$ cat src/rtl/breath_led_mc.sv
`timescale 1ns/1ps
// ---------------------------------------------------------------------------
// breath_led_mc
// Multi-channel breathing-LED PWM generator. A single tick prescaler and PWM
// frame counter are shared by all channels. A common triangular "breathe"
// duty ramps one step per PWM frame. Each channel picks its own duty source:
// off, a static level, the ramp, or the ramp mirrored (anti-phase).
//
// Ports
//   clk        system clock
//   rst        synchronous reset, active-high
//   pause      freezes the breathe ramp at frame boundaries (counters run on)
//   ch_mode    per-channel mode, channel i at [2i+1:2i]
//              00 off, 01 static, 10 breathe, 11 breathe anti-phase
//   ch_level   per-channel static duty, channel i at [PWM_W*i +: PWM_W]
//   led        registered LED drive, 1 = on
//   frame_end  one-clock pulse on the last clock of every PWM frame
//   ramp_dir   current ramp direction, 1 = rising
// ---------------------------------------------------------------------------
module breath_led_mc #(
  parameter int CH_NUM       = 4,
  parameter int CNT_TICK_MAX = 49,
  parameter int CNT_PWM_MAX  = 999,
  parameter int PWM_W        = 10
) (
  input  logic                      clk,
  input  logic                      rst,
  input  logic                      pause,
  input  logic [2*CH_NUM-1:0]       ch_mode,
  input  logic [PWM_W*CH_NUM-1:0]   ch_level,
  output logic [CH_NUM-1:0]         led,
  output logic                      frame_end,
  output logic                      ramp_dir
);

  // A prescaler of 0 still needs a one-bit counter.
  localparam int TICK_W = (CNT_TICK_MAX > 0) ? $clog2(CNT_TICK_MAX + 1) : 1;

  localparam logic [TICK_W-1:0] TICK_MAX = TICK_W'(CNT_TICK_MAX);
  localparam logic [TICK_W-1:0] TICK_ONE = TICK_W'(1);
  localparam logic [PWM_W-1:0]  PWM_MAX  = PWM_W'(CNT_PWM_MAX);
  localparam logic [PWM_W-1:0]  PWM_ONE  = PWM_W'(1);

  typedef enum logic [1:0] {
    MODE_OFF     = 2'b00,
    MODE_STATIC  = 2'b01,
    MODE_BREATHE = 2'b10,
    MODE_ANTI    = 2'b11
  } mode_e;

  logic [TICK_W-1:0] tick_cnt_q, tick_cnt_d;
  logic [PWM_W-1:0]  pwm_cnt_q,  pwm_cnt_d;
  logic [PWM_W-1:0]  duty_q,     duty_d;
  logic              ramp_dir_q, ramp_dir_d;
  logic              frame_end_q, frame_end_d;
  logic [CH_NUM-1:0] led_q,      led_d;

  logic tick;
  logic frame_last;
  logic ramp_step;

  // -------------------------------------------------------------------------
  // Shared timebase
  // -------------------------------------------------------------------------
  assign tick       = (tick_cnt_q == TICK_MAX);
  assign frame_last = tick && (pwm_cnt_q == PWM_MAX);
  assign ramp_step  = frame_last && !pause;

  always_comb begin
    tick_cnt_d = tick ? '0 : (tick_cnt_q + TICK_ONE);

    pwm_cnt_d = pwm_cnt_q;
    if (tick) begin
      pwm_cnt_d = (pwm_cnt_q == PWM_MAX) ? '0 : (pwm_cnt_q + PWM_ONE);
    end

    // frame_end is computed from the next counter state so the registered
    // pulse lines up with the clock where the counters show the frame's last
    // position, rather than trailing it by one clock.
    frame_end_d = (tick_cnt_d == TICK_MAX) && (pwm_cnt_d == PWM_MAX);
  end

  // -------------------------------------------------------------------------
  // Breathe ramp: triangle between 0 and PWM_MAX, one step per frame.
  // At each extreme the ramp turns around and immediately steps away, so
  // each extreme value is held for exactly one frame.
  // -------------------------------------------------------------------------
  always_comb begin
    duty_d     = duty_q;
    ramp_dir_d = ramp_dir_q;
    if (ramp_step) begin
      if (ramp_dir_q) begin
        if (duty_q == PWM_MAX) begin
          ramp_dir_d = 1'b0;
          duty_d     = PWM_MAX - PWM_ONE;
        end else begin
          duty_d = duty_q + PWM_ONE;
        end
      end else begin
        if (duty_q == '0) begin
          ramp_dir_d = 1'b1;
          duty_d     = PWM_ONE;
        end else begin
          duty_d = duty_q - PWM_ONE;
        end
      end
    end
  end

  // -------------------------------------------------------------------------
  // Per-channel duty select and PWM compare
  // -------------------------------------------------------------------------
  for (genvar gi = 0; gi < CH_NUM; gi++) begin : g_ch
    mode_e            mode;
    logic [PWM_W-1:0] level;
    logic [PWM_W-1:0] eff_duty;

    assign mode  = mode_e'(ch_mode[2*gi +: 2]);
    assign level = ch_level[PWM_W*gi +: PWM_W];

    always_comb begin
      eff_duty = '0;
      case (mode)
        MODE_OFF:     eff_duty = '0;
        MODE_STATIC:  eff_duty = level;
        MODE_BREATHE: eff_duty = duty_q;
        // duty_q never exceeds PWM_MAX, so the mirror cannot underflow.
        MODE_ANTI:    eff_duty = PWM_MAX - duty_q;
        default:      eff_duty = '0;
      endcase
    end

    // A level above PWM_MAX is always greater than pwm_cnt, i.e. fully on.
    assign led_d[gi] = (pwm_cnt_q < eff_duty);
  end

  // -------------------------------------------------------------------------
  // State registers
  // -------------------------------------------------------------------------
  always_ff @(posedge clk) begin
    if (rst) begin
      tick_cnt_q  <= '0;
      pwm_cnt_q   <= '0;
      duty_q      <= '0;
      ramp_dir_q  <= 1'b1;
      frame_end_q <= 1'b0;
      led_q       <= '0;
    end else begin
      tick_cnt_q  <= tick_cnt_d;
      pwm_cnt_q   <= pwm_cnt_d;
      duty_q      <= duty_d;
      ramp_dir_q  <= ramp_dir_d;
      frame_end_q <= frame_end_d;
      led_q       <= led_d;
    end
  end

  assign led       = led_q;
  assign frame_end = frame_end_q;
  assign ramp_dir  = ramp_dir_q;

endmodule

$ cat config.mk
export PLATFORM = sky130hd
export DESIGN_NAME = breath_led_mc
export DESIGN_NICKNAME = d
export VERILOG_FILES = /design/src/rtl/breath_led_mc.sv
export SDC_FILE = /design/constraint.sdc
export NUM_CORES = 1
export LEC_CHECK = 0
export CAP_MARGIN = 20
export CORE_ASPECT_RATIO = 0.5
export CORE_MARGIN = 2
export CORE_UTILIZATION = 53
export DETAILED_ROUTE_END_ITERATION = 7
export MAX_ROUTING_LAYER = met4
export PLACE_DENSITY = 0.84
export SYNTH_ARGS = -nofsm -noshare
export SYNTH_HDL_FRONTEND = slang
export SYNTH_SLANG_ARGS = --single-unit
export TNS_END_PERCENT = 1
$ cat constraint.sdc
create_clock -name clk -period 3.35 [get_ports clk]
set_clock_uncertainty 0.1 [all_clocks]
set_input_delay 1.005 -clock clk [delete_from_list [all_inputs] [get_ports clk]]
set_output_delay 1.005 -clock clk [all_outputs]
set_load 0.05 [all_outputs]
==> results <==
- The flow ran to the end, and the final reports show no timing, DRC or antenna violations.
- The worst hold path begins at tick_cnt_q[0].
- Counting instances, the worst hold path has a depth of 1.
- The post-synth net total is 545.
- The total leakage power is 0.00186 µW.
- The clock network power share is 0.465.
- Dividing total power by cell area gives a power density of approximately 260 nW/µm².
- The switching part of the total is 0.251.
- The number of DRC markers in iteration 0 is approximately 430.
- The first TritonRoute pass finished after 5 iterations.
- The overall die height is 62.3 µm.
- The number of antenna violations at the first check in global routing is 0.
- The die is roughly 120 µm wide.
- STA classifies the critical path endpoint as a flip-flop.
- TritonCTS built the clock tree.
- The mapped netlist covers 3610 µm².
- The highest ir drop seen on vdd is between 0.2 and 0.3 mV.
- The shortest period the worst path allows is between 2 and 3 ns.
- The antenna diode count is 0.
- In this run the deepest clock path goes through 2 buffers.
- The first global-routing pass estimated about 18 mm of wire.
- The internal power contribution is 863 µW.
- The yosys synthesis warning count is 0.
- The hold-fix buffer count after cts is 0.
- The critical path arrival is 3.10 ns.
- The tightest min-delay check is of the reg -> reg type.
- The die outline area is between 7000 and 8000 µm².
- After global routing the overflow that remains totals 0.
- The signal on the critical path passes through clkdlybuf4s50_1, mux2_2, a22oi_1, ha_1, a21o_1, a211oi_1, nand2_1, nor2_1.
- Entering global routing, the biggest net connects 26 pins.
- The count of final max-slew check failures was 0.
- The worst-skew pair later-pin latency is roughly 0.29 ns.
- Setup repair after global routing left no endpoint under its margin.
- The slowest stage of the critical path belongs to the cell sky130_fd_sc_hd__clkdlybuf4s50_1.
- The via count of the first global-routing pass is about 3700.
- After synthesis the netlist holds a flip-flop and latch count of 32.
- For hold timing, the worst endpoint is tick_cnt_q[0].
- Leaving out fill and tap cells, the most frequent cell in the layout is sky130_fd_sc_hd__clkdlybuf4s50_1.
- In this run, post-CTS repair resized a total of 0 instances.
- The overall power after layout is around 1200 µW.
- The fraction of final layout cells sized beyond drive strength 1 is 0.148.
- The clock transition at the registers of the reported paths is 0.06 ns.
- The placer congestion estimate is around 0.98.
- The number of nets still failing antenna checks after routing is 0.
- Dividing the detail-routed wire length by the instance count gives roughly 19 µm.
- The detailed-placement wirelength estimate is slightly below 8 mm.
- Counting both buffers and inverters, the worst setup path holds a total of 1.
- The routed via count is about 3800.
- In the synthesized netlist the dominant register cell turns out to be sky130_fd_sc_hd__dfxtp_1.
- The kind of critical path is in -> reg.
- Measured against its own limit, the worst slew margin works out to 0.459.
- The total of buffers placed on input and output ports is between 50 and 60.
- The end of the worst register-to-register path is led[3].
- The setup total negative slack is 0 ns.
- The synthesized area divided by synthesized cell count is around 8.0 µm².
- The post-synthesis instance total is between 400 and 500.
- The maximum single-stage delay on the critical path is approximately 0.61 ns.
- The starting density of the core is 0.545.
- The gate family responsible for the most delay along the worst path is compound AO/OA/AOI/OAI gates.
- The number of setup buffers added after CTS is 0.
- The share of total power in sequential cells is 0.340.
- The area growth from synthesis to final layout is 24.8%.
- For flop-to-flop paths, the worst setup slack is 0.62 ns.
- The CTS root buffer is sky130_fd_sc_hd__clkbuf_16.
- The number of sinks on the clock net is 32.
- The sum of routed wire length over all layers is roughly 11 mm.
- Setup violations remaining at the end of the flow were counted as 0.
- The number of flops mapped to enable cells by yosys is 0.
- Counting cells, the worst reg-to-reg path comes to 10.
- Dividing the final minimum period by the clock period gives 0.888.
- Timing would allow up to 0.336 GHz.
- The sequential fraction of the synthesis area is 0.178.
- The net count of the finished layout is about 600.
- Counting distinct cell types in the post-synthesis netlist gives 55.
- The share of total power dissipated in combinational logic is 0.195.
- The top fanout value on the critical path is 7.
- The count of endpoints failing hold in the final timing report is 0.
- Counting the buffers created by CTS gives 5.
- The total area inside the core boundary comes to around 6600 µm².
- Row generation in the floorplan step produced 21 rows.
- The level count of the clock H-tree is 2.
- For the worst setup path, the data required time is between 3 and 4 ns.
- The startpoint identified for the worst register-to-register timing path is duty_q[3].
- The top-level I/O count is 57.
- The library cells used most frequently in the layout, excluding fill and tap cells, are sky130_fd_sc_hd__clkdlybuf4s50_1, sky130_fd_sc_hd__ha_1, sky130_fd_sc_hd__a22oi_1.
- The ratio of routed vias to standard cells is 6.34.
- Across the run, the number of max-cap violations was 0.
- In the routed design, unresolved DRC markers number 0.
- The startpoint class of the critical path is an input port.
- The switching power summed over all nets is roughly 290 µW.
- The slew at the pin closest to its max-slew limit is 0.810 ns.
- After synthesis, the share of flip-flops with an asynchronous set or reset is 0.
- The overall global routing resource usage is 0.309.
worst max path at each step:
stage	startpoint	endpoint	slack [ns]	depth (start not counted)
after floorplan	ch_mode[5]	led[2]	0.58	8
after global placement	ch_mode[1]	led[0]	0.22	8
after detailed placement	ch_mode[5]	led[2]	0.14	9
after CTS	ch_mode[7]	led[3]	0.41	8
after global routing	ch_mode[7]	led[3]	0.21	8
final	ch_mode[7]	led[3]	0.38	8
cell usage after synthesis, types with 2 or more instances:
library cell	n	area [µm²]
sky130_fd_sc_hd__inv_1	10	37.5
sky130_fd_sc_hd__nor3b_1	2	15.0
sky130_fd_sc_hd__buf_2	3	15.0
sky130_fd_sc_hd__xnor2_1	9	78.8
sky130_fd_sc_hd__mux2i_1	4	40.0
sky130_fd_sc_hd__nand2_1	31	116
sky130_fd_sc_hd__nor3_1	10	50.1
sky130_fd_sc_hd__o31ai_1	3	22.5
sky130_fd_sc_hd__dfxtp_1	32	641
sky130_fd_sc_hd__nor2b_1	16	100
sky130_fd_sc_hd__a211oi_1	10	75.1
sky130_fd_sc_hd__buf_4	2	15.0
sky130_fd_sc_hd__xor2_1	11	96.3
sky130_fd_sc_hd__o211ai_1	5	37.5
sky130_fd_sc_hd__a21oi_1	22	110
sky130_fd_sc_hd__and3_1	5	31.3
sky130_fd_sc_hd__clkbuf_1	27	101
sky130_fd_sc_hd__mux2_2	31	349
sky130_fd_sc_hd__nand2b_1	2	12.5
sky130_fd_sc_hd__o32ai_1	3	26.3
sky130_fd_sc_hd__nand3b_1	2	15.0
sky130_fd_sc_hd__nor2_1	31	116
sky130_fd_sc_hd__nand4_1	13	81.3
sky130_fd_sc_hd__a22oi_1	41	308
sky130_fd_sc_hd__a21o_1	6	45.0
sky130_fd_sc_hd__nand3_1	17	85.1
sky130_fd_sc_hd__or3_1	2	12.5
sky130_fd_sc_hd__and4_1	4	35.0
sky130_fd_sc_hd__ha_1	45	563
sky130_fd_sc_hd__a31oi_1	7	43.8
sky130_fd_sc_hd__o21ai_0	19	95.1
registers in the layout, indices dropped and copies added, names as in the netlist:
| name | count |
|---|---|
| tick_cnt_q | 6 |
| duty_q | 10 |
| led | 4 |
| pwm_cnt_q | 10 |
| frame_end | 1 |
| ramp_dir | 1 |
metal layers:
layer / wire length, µm / vias up / part of all wire / global-route usage
met1: 4780 / 1741 / 0.43 / 0.381
met3: 810 / 46 / 0.073 / 0.0708
met5: 0 / - / 0 / -
li1: - / 1813 / - / -
met2: 5110 / 190 / 0.46 / 0.475
met4: 384 / 0 / 0.035 / 0.153
cell families after synthesis:
family,share of synthesized area
xor gates and xnor gates,0.0486
buffers and inverters,0.0510
DFF,0.178
muxes,0.108
and+or+nand+nor,0.221
adders and majority gates,0.156
AOI/OAI and AO/OA,0.238
power by group through the flow:
stage | registers (µW) | logic [µW] | clock network [µW]
finish | 392 | 225 | 535
global route | 393 | 242 | 561
CTS | 392 | 223 | 541
detailed placement | 400 | 221 | 0
global placement | 400 | 216 | 0
floorplan | 408 | 110 | 0
worst reg2reg max path: cells and delay by family, from the launching register on:
kind	cells	cell delay (ns)
flip-flops	1	0.31
XOR/XNOR	1	0.39
adder cells (fa/ha/maj)	2	0.81
buffers and inverters	1	0.14
AND/OR/NAND/NOR	3	0.31
multiplexers	1	0.24
AO/OA/AOI/OAI	2	0.38
layout make-up:
| type | instances | area [µm²] |
|---|---|---|
| Clock buffer | 6 | 129 |
| Tap cell | 92 | 115 |
| Multi-Input combinational cell | 373 | 2780 |
| Clock inverter | 2 | 35.0 |
| Sequential cell | 32 | 641 |
| Inverter | 10 | 37.5 |
| Fill cell | 546 | 2120 |
| Timing Repair Buffer | 83 | 763 |
metrics by stage:
step	hold slack (ns)	std cells	area, µm²	worst slack [ns]	util
finish	0.408	598	4500	0.377	0.680
global route	0.438	598	4500	0.214	0.680
CTS	0.407	598	4500	0.415	0.680
detailed placement	0.400	590	4340	0.143	0.655
global placement	0.391	590	4340	0.224	0.655
floorplan	0.371	449	3610	0.585	-
Note: power is estimated with default switching activity, not from simulation.
